$ cat src/rtl/loop_bank_scheduler.sv
// Per-sample time-division scheduler between the looper banks and the DDR RAM port.
// Each sample pulse sweeps every bank once (clear / record / read / skip), then advances the shared loop block address.
module loop_bank_scheduler #(
  parameter int NUM_BANKS  = 16,
  parameter int BLOCK_W    = 22,
  parameter int WR_CYCLES  = 60,
  parameter int RD_TIMEOUT = 255,
  localparam int BANK_W    = (NUM_BANKS > 1) ? $clog2(NUM_BANKS) : 1
) (
  input  logic                 clk,
  input  logic                 rst,
  input  logic                 sample_pulse,
  input  logic [NUM_BANKS-1:0] playing,
  input  logic [NUM_BANKS-1:0] recording,
  input  logic [NUM_BANKS-1:0] clear,
  input  logic [BLOCK_W-1:0]   loop_len,
  input  logic                 rd_valid,
  input  logic                 status_clr,
  output logic                 ram_cen,
  output logic                 ram_oen,
  output logic                 ram_wen,
  output logic                 write_zero,
  output logic                 get_data,
  output logic                 data_ready,
  output logic                 data_is_read,
  output logic [BANK_W-1:0]    bank,
  output logic [BLOCK_W-1:0]   block_addr,
  output logic [NUM_BANKS-1:0] active,
  output logic                 overrun,
  output logic                 rd_timeout
);

  // state  | meaning
  // IDLE   | waiting for sample_pulse
  // SELECT | decode the mode of the current bank
  // WRITE  | write strobes held for WR_CYCLES cycles
  // READ   | waiting for rd_valid or the read timeout
  // REPORT | data_ready pulse for the current bank
  // ADV    | advance block address, return to bank 0
  typedef enum logic [2:0] {
    IDLE   = 3'd0,
    SELECT = 3'd1,
    WRITE  = 3'd2,
    READ   = 3'd3,
    REPORT = 3'd4,
    ADV    = 3'd5
  } state_t;

  localparam int CNT_MAX = (WR_CYCLES > RD_TIMEOUT) ? WR_CYCLES : RD_TIMEOUT;
  localparam int CNT_W   = $clog2(CNT_MAX + 1);
  localparam logic [BANK_W-1:0] LAST_BANK = BANK_W'(NUM_BANKS - 1);
  localparam logic [CNT_W-1:0]  WR_LOAD   = CNT_W'(WR_CYCLES - 1);
  localparam logic [CNT_W-1:0]  RD_LOAD   = CNT_W'(RD_TIMEOUT - 1);

  state_t               state, state_nxt;
  logic [CNT_W-1:0]     cnt, cnt_nxt;
  logic [BANK_W-1:0]    bank_nxt;
  logic [BLOCK_W-1:0]   block_nxt, blk_last;
  logic [NUM_BANKS-1:0] active_nxt;
  logic                 cen_nxt, oen_nxt, wen_nxt;
  logic                 wz_nxt, gd_nxt, dr_nxt, dir_nxt;
  logic                 ovr_set, tmo_set;

  always_ff @(posedge clk or negedge rst) begin
    if (!rst) begin
      state        <= IDLE;
      cnt          <= '0;
      bank         <= '0;
      block_addr   <= '0;
      active       <= '0;
      ram_cen      <= 1'b1;
      ram_oen      <= 1'b1;
      ram_wen      <= 1'b1;
      write_zero   <= 1'b0;
      get_data     <= 1'b0;
      data_ready   <= 1'b0;
      data_is_read <= 1'b0;
      overrun      <= 1'b0;
      rd_timeout   <= 1'b0;
    end else begin
      state        <= state_nxt;
      cnt          <= cnt_nxt;
      bank         <= bank_nxt;
      block_addr   <= block_nxt;
      active       <= active_nxt;
      ram_cen      <= cen_nxt;
      ram_oen      <= oen_nxt;
      ram_wen      <= wen_nxt;
      write_zero   <= wz_nxt;
      get_data     <= gd_nxt;
      data_ready   <= dr_nxt;
      data_is_read <= dir_nxt;
      // a new event in the same cycle as status_clr keeps the flag set
      overrun      <= ovr_set | (overrun & ~status_clr);
      rd_timeout   <= tmo_set | (rd_timeout & ~status_clr);
    end
  end

  // loop_len of 0 behaves as a one-block loop
  assign blk_last = (loop_len == '0) ? '0 : loop_len - BLOCK_W'(1);
  assign ovr_set  = sample_pulse && (state != IDLE);

  always_comb begin
    state_nxt  = state;
    cnt_nxt    = cnt;
    bank_nxt   = bank;
    block_nxt  = block_addr;
    active_nxt = active;
    cen_nxt    = 1'b1;
    oen_nxt    = 1'b1;
    wen_nxt    = 1'b1;
    wz_nxt     = 1'b0;
    gd_nxt     = 1'b0;
    dr_nxt     = 1'b0;
    dir_nxt    = 1'b0;
    tmo_set    = 1'b0;

    case (state)
      IDLE: begin
        if (sample_pulse) begin
          state_nxt = SELECT;
          bank_nxt  = '0;
        end
      end

      SELECT: begin
        if (clear[bank]) begin
          state_nxt = WRITE;
          cnt_nxt   = WR_LOAD;
          cen_nxt   = 1'b0;
          wen_nxt   = 1'b0;
          wz_nxt    = 1'b1;
        end else if (recording[bank]) begin
          state_nxt = WRITE;
          cnt_nxt   = WR_LOAD;
          cen_nxt   = 1'b0;
          wen_nxt   = 1'b0;
          gd_nxt    = 1'b1;
        end else if (playing[bank]) begin
          state_nxt = READ;
          cnt_nxt   = RD_LOAD;
          cen_nxt   = 1'b0;
          oen_nxt   = 1'b0;
        end else begin
          state_nxt = REPORT;
          dr_nxt    = 1'b1;
        end
      end

      WRITE: begin
        if (cnt == '0) begin
          state_nxt        = REPORT;
          dr_nxt           = 1'b1;
          active_nxt[bank] = ~write_zero;
        end else begin
          cnt_nxt = cnt - CNT_W'(1);
          cen_nxt = 1'b0;
          wen_nxt = 1'b0;
          wz_nxt  = write_zero;
        end
      end

      READ: begin
        // valid data wins over a timeout expiring in the same cycle
        if (rd_valid) begin
          state_nxt = REPORT;
          dr_nxt    = 1'b1;
          dir_nxt   = 1'b1;
        end else if (cnt == '0) begin
          state_nxt = REPORT;
          dr_nxt    = 1'b1;
          tmo_set   = 1'b1;
        end else begin
          cnt_nxt = cnt - CNT_W'(1);
          cen_nxt = 1'b0;
          oen_nxt = 1'b0;
        end
      end

      REPORT: begin
        if (bank == LAST_BANK) begin
          state_nxt = ADV;
        end else begin
          state_nxt = SELECT;
          bank_nxt  = bank + BANK_W'(1);
        end
      end

      ADV: begin
        if ((playing | recording | clear) == '0) begin
          block_nxt = '0;
        end else if (block_addr >= blk_last) begin
          block_nxt = '0;
        end else begin
          block_nxt = block_addr + BLOCK_W'(1);
        end
        bank_nxt  = '0;
        state_nxt = IDLE;
      end

      default: begin
        state_nxt = IDLE;
        bank_nxt  = '0;
      end
    endcase
  end

endmodule

$ cat config.mk
export PLATFORM = sky130hd
export DESIGN_NAME = loop_bank_scheduler
export DESIGN_NICKNAME = d
export VERILOG_FILES = /design/src/rtl/loop_bank_scheduler.sv
export SDC_FILE = /design/constraint.sdc
export NUM_CORES = 1
export LEC_CHECK = 0
export CAP_MARGIN = 20
export CORE_MARGIN = 5
export CORE_UTILIZATION = 40
export DETAILED_ROUTE_END_ITERATION = 7
export MAX_ROUTING_LAYER = met4
export PLACE_DENSITY = 0.68
export SYNTH_ARGS = -nofsm -noshare
export SYNTH_HDL_FRONTEND = slang
export SYNTH_SLANG_ARGS = --single-unit
$ cat constraint.sdc
create_clock -name clk -period 3.1 [get_ports clk]
set_input_delay 0.62 -clock clk [delete_from_list [all_inputs] [get_ports clk]]
set_output_delay 0.62 -clock clk [all_outputs]
set_load 0.01 [all_outputs]
Yosys cells after proc, flatten, opt, wreduce, memory -nomap -nowiden
Index checks and enable logic that the tools add are counted.
{"block": "word_totals", "regBits": 62, "input_bits": 75, "out_inout_bits": 51, "wordCells": 105}
{"block": "op_classes", "n_addsub": 4, "n_lt_le_gt_ge": 3, "n_eq_ne": 11, "mux": 52, "bitwise": 9, "n_reduce_logical": 12}
{"op": "$mux 22", "n": 3}
{"op": "$mux 8", "n": 5}
{"op": "$or 16x16->16", "n": 2}
{"op": "$pmux 8 s3", "n": 1}
{"op": "$add 22x1->22 const B", "n": 1}
{"op": "$ge 22x22->1", "n": 1}
{"op": "$logic_not 22->1", "n": 1}
{"op": "$mux 1", "n": 22}
{"op": "$sub 22x1->22 const B", "n": 1}
{"op": "$mux 3", "n": 7}
{"op": "$bwmux 16", "n": 1}
{"op": "$logic_not 16->1", "n": 1}
{"op": "$pmux 3 s5", "n": 1}
{"op": "$bmux 1 s4", "n": 3}
{"op": "$pmux 4 s3", "n": 1}
{"op": "$logic_not 8->1", "n": 1}
{"op": "$mux 4", "n": 2}
{"op": "$ne 2x2->1 const B", "n": 4}
{"op": "$sub 8x1->8 const B", "n": 1}
{"op": "$eq 3x2->1 const B", "n": 2}
{"op": "$eq 3x3->1 const B", "n": 2}
{"op": "$pmux 1 s2", "n": 3}
{"op": "$pmux 1 s3", "n": 2}
{"op": "$reduce_and 3->1", "n": 2}
{"op": "15 further kinds", "n": 21}

Longest topological paths before layout
{"block": "depth", "depth_word": 6, "depth_mapped": 17, "depth_no_buf": 14}

Worst setup path before layout
OpenSTA, ideal clock, no wires.
{"block": "synth_path", "path_type": "input -> register", "start": "in loop_len[9]", "end": "reg block_addr[15]", "setup_ns": 0.116, "arrival_ns": 4.077, "required_ns": 2.984, "setup_slack_ns": -1.092, "stages": 15, "path_buffers": 3, "path_cell_list": "or4_1 or4_1 nor2_1 nand2_1 clkbuf_1 nand2_1 ha_1 a21o_1 a21o_1 a211oi_1 o22a_1 buf_1 buf_1 o2111ai_1 o311ai_0"}
{"block": "synth_via", "elab_chain_cells": 5, "elab_cells_between_ends": 6, "cone_classes": "add/sub: 1; order compare: 1; mux: 3; reduce/logical: 1"}
{"item": "start: declaration", "line": "16", "source": "input logic [BLOCK_W-1:0] loop_len,"}
{"item": "$sub 22x1->22 / $logic_not 22->1 (equally long branches)", "line": "100", "source": "assign blk_last = (loop_len == '0) ? '0 : loop_len - BLOCK_W'(1);"}
{"item": "$mux 22 *", "line": "100"}
{"item": "$ge 22x22->1 *", "line": "192", "source": "end else if (block_addr >= blk_last) begin"}
{"item": "$mux 22 *", "line": "192"}
{"item": "$mux 22 *", "line": "190", "source": "if ((playing | recording | clear) == '0) begin"}
{"item": "end signal: assignment", "line": "84", "source": "block_addr <= block_nxt;"}
{"item": "end: declaration", "line": "27", "source": "output logic [BLOCK_W-1:0] block_addr,"}
Mark *: on every way between the ends. The rest lies on a longest branch, timed or not.
A chain may end at the register's enable or synchronous reset.

Worst setup path in the final report
{"block": "layout_path", "start": "in loop_len[9]", "end": "reg block_addr[3]"}
Same word-level chain as after synthesis.

==> summary.md <==
| Metric | Value |
|---|---|
| WS Path Type | in -> reg |
| RSZ-0062 raised after global routing | true |
| Routability cong. | between 0.8 and 0.9 |
| Placed Cells | between 800 and 900 |
| # Max-Cap Violations | 0 |
| DRT iter0 DRCs | around 200 |
| Row Count | 39 |
| DP Wirelength | 10.9 mm |
| Antenna violations before repair | 0 |
| Finished layout cell area | 7100 um^2 |
| Register area | between 1500 and 2000 um^2 |
| Yosys warnings | 0 |
| Area of placed instances | about 6600 um^2 |
| Max clock buf depth | 2 |
| M1 GR Usage | about a quarter |
| Cell Area, Synth | approximately 4600 um^2 |
| Slew @ Worst Pin | between 0.7 and 0.8 ns |
| Yosys reg bits | 62 |
| Area of the multi-input gates | 3110 um^2 |
| Outcome | complete, but fails checks |
| Final ANT Viol Nets | 0 |
| Crit path DAT | approximately 4.0 ns |
| Core area | approximately 11000 um^2 |
| Yosys cell types | 56 |
| M2 GR Usage | 35.4% |
| Initial core utilization | between 40 and 50% |
| Worst VDD drop | approximately 0.36 mV |
| Startpoint Class | primary input |
| Non-filler cells, final | between 800 and 900 |
| Routed WL | about 14 mm |
| Most used DFF post-synth | dfrtp_1 |
| Clock Skews | 0.00830 ns |
| Nets | roughly 830 |
| HP Class | in -> async |
| Die X | 118 um |
| Critical Path Fanout Max | 5 |
| Total GRT Usage | approximately 21% |
| Fin crit period | between 3 and 4 ns |
| Die ar. | 13900 um^2 |
| Via count | between 4000 and 5000 |
| Post-synthesis sequential area ratio | 33.4% |
| Power Dens Cells | 613 nW/um^2 |
| CTS sink cnt | 62 |
| Mapped Cells | ~540 |
| Vias in the first global route | just over 5000 |
| Final hold violations | 0 |
| CP required | around 3.4 ns |
| WL/cell | about 17 um |
| Drt drc | 0 |
| Die span in y | between 100 and 150 um |
| Total grt overflow | 0 |
| Asr flop ratio synth | between 90% and 100% |
| Pleak | just over 0.003 uW |
| Critical Path End Type | flop |
| Failing checks | setup timing |
| First-pass GRT wire length | ~24 mm |
| Number of H-tree levels | 3 |
| Met3 Track Usage GR | between 3 and 4% |
| Average cell area after synthesis | around 8.7 um^2 |
| Clk pin slew, worst setup/hold paths | about 0.06 ns |
| Tcrit/Tclk final | 121% |
| Area Growth Syn to Fin | 52.8% |
| Ports | ~130 |
| TritonRoute pass-1 iters | 4 |
| Final Max Slew Viols | 0 |
| Final WS setup | -0.658 ns |
| CTS tree | yes |
| Post-synth EDFFs | 0 |
| Clk_lat worst skew | 0.33 ns |
| Layout cells sized above 1 | a little over a fifth |
| Buffers on Ports | ~130 |
| Fmax | approximately 270 MHz |
| Fillcell total | roughly 950 |
| Vias/cell | ~5.6 |
| Gr busiest metal | met2 |
| Final setup violation count | 22 |
| Largest net degree at the start of global routing | 33 |
| Number of buffers created by CTS | 9 |
| Util after Layout | approximately 62% |
| Worst Hold Slack | 0.354 ns |
| Synthesized Nets | 639 |
| DP Worst Slack | -1.31 ns |
| # diodes | 0 |
| Slew margin rel. | roughly half |
| CTS root buf | clkbuf_16 |
==> worst paths after layout <==
path                                       end     startpoint  slack, ns  cells past startpoint
max in group asynchronous              ram_cen            rst       2.04                      2
worst min register to register          cnt[7]         cnt[7]       0.52                      2
worst max register to register  block_addr[21]  block_addr[0]       0.32                      6
worst max-delay path             block_addr[3]    loop_len[9]      -0.66                     14
worst min-delay path                 active[7]            rst       0.35                      1
min in group clk                        cnt[7]         cnt[7]       0.52                      2
==> cells in the final DEF (no fill, tap or decap), types with 7 or more instances in the layout <==
master / n
nand4_1: 16
xnor2_1: 8
a31oi_1: 10
a21o_1: 10
dfrtp_1: 59
nor3_1: 19
ha_1: 28
nand3_1: 21
nor2_1: 23
clkdlybuf4s50_1: 118
xor2_1: 7
a21oi_1: 15
nand2b_1: 8
nand2_1: 76
or3_1: 8
buf_4: 62
mux4_2: 12
mux2i_1: 18
inv_1: 39
o21ai_0: 9
clkbuf_16: 9
nor4_1: 16
==> through the flow <==
step,TNS [ns],power (uW)
global placement,-25.33,3250
floorplan,-13.02,2380
CTS,-11.52,4330
finish,-12.43,4360
global route,-14.64,4670
detailed placement,-26.73,3320
==> what timing repair did <==
| item | CTS | global route |
|---|---|---|
| cloned | 3 | 0 |
| buffers inserted | 5 | 4 |
| pin swaps | 17 | 18 |
| setup endpoints to repair | 22 | 22 |
| resized for setup | 27 | 25 |
| hold buffers | 0 | 0 |
| endpoints found under the hold margin | 0 | 0 |
==> power breakdown <==
group | switching [uW] | internal (uW) | leakage [uW]
Clock | 377 | 566 | 0.000135
Combinational | 962 | 1080 | 0.00211
Sequential | 338 | 1040 | 0.000802
Total | 1680 | 2680 | 0.00305
==> synthesized netlist by cell type, types with 2 or more instances <==
cell	n	area share (%)
buf_1	4	0.32
o22ai_1	3	0.40
a31oi_1	12	1.6
a21oi_1	16	1.7
nor3b_1	4	0.65
nor2_1	27	2.2
o311ai_0	3	0.57
buf_4	2	0.32
or2_2	5	0.67
o31ai_1	2	0.32
nand4_1	16	2.2
o211ai_1	2	0.32
xor2_1	7	1.3
a211oi_1	3	0.48
o41ai_1	4	0.75
inv_1	39	3.1
nand2_1	79	6.4
or4_1	9	1.5
or3_1	8	1.1
mux4_2	12	5.8
o2111ai_1	3	0.57
nand3_1	24	2.6
dfstp_2	3	1.7
and2_1	4	0.54
nor2b_1	4	0.54
clkbuf_1	13	1.0
nor4_1	17	2.3
nor3_1	25	2.7
ha_1	29	7.8
dfrtp_1	59	32
buf_2	2	0.22
xnor2_1	8	1.5
and3_1	3	0.40
o21ai_0	16	1.7
nand2b_1	8	1.1
a21o_1	10	1.6
a221oi_1	3	0.57
a221o_1	4	0.86
o21a_1	3	0.48
mux2_2	2	0.48
a22oi_1	6	0.97
mux2i_1	18	3.9
==> layer usage <==
layer | vias up | part of all wire (%)
met4 | 0 | 1.7
met2 | 148 | 50
met5 | - | 0
li1 | 2367 | -
met1 | 2357 | 44
met3 | 20 | 4.3
==> sequential cells by signal (all words and copies together) (netlist names) <==
signal / count
rd_timeout: 1
block_addr: 22
cnt: 8
ram_oen: 1
get_data: 1
data_ready: 1
bank: 4
state: 3
ram_cen: 1
data_is_read: 1
active: 16
ram_wen: 1
write_zero: 1
overrun: 1
==> critical path: stages <==
cell       delay [ns]
buf_6            0.09
or4_4            0.53
or4_4            0.56
or2_4            0.30
o21a_1           0.17
a31oi_1          0.16
ha_1             0.27
nand4_1          0.17
nor3_2           0.08
a22oi_2          0.18
o2111ai_2        0.15
buf_6            0.17
or4_1            0.47
o21ai_1          0.09
==> layout make-up <==
cell class                      instances  share of cell area [%]
Multi-Input combinational cell        414                    43.7
Timing Repair Buffer                  197                    25.8
Sequential cell                        62                    21.9
Clock buffer                           10                    3.36
Tap cell                              143                    2.52
Inverter                               39                    2.06
Clock inverter                          6                   0.652
==> kinds of logic (layout without fill, tap and decap cells) <==
group	count (synthesis)	after routing	synth area share [%]
AOI/OAI and AO/OA	100	100	14.9
xor gates and xnor gates	15	15	2.83
adders and majority gates	29	29	7.80
buffers and inverters	60	252	5.06
DFF	62	62	33.5
muxes	32	32	10.2
and+or+nand+nor	237	238	25.8
Power figures use the tool's default switching activity.
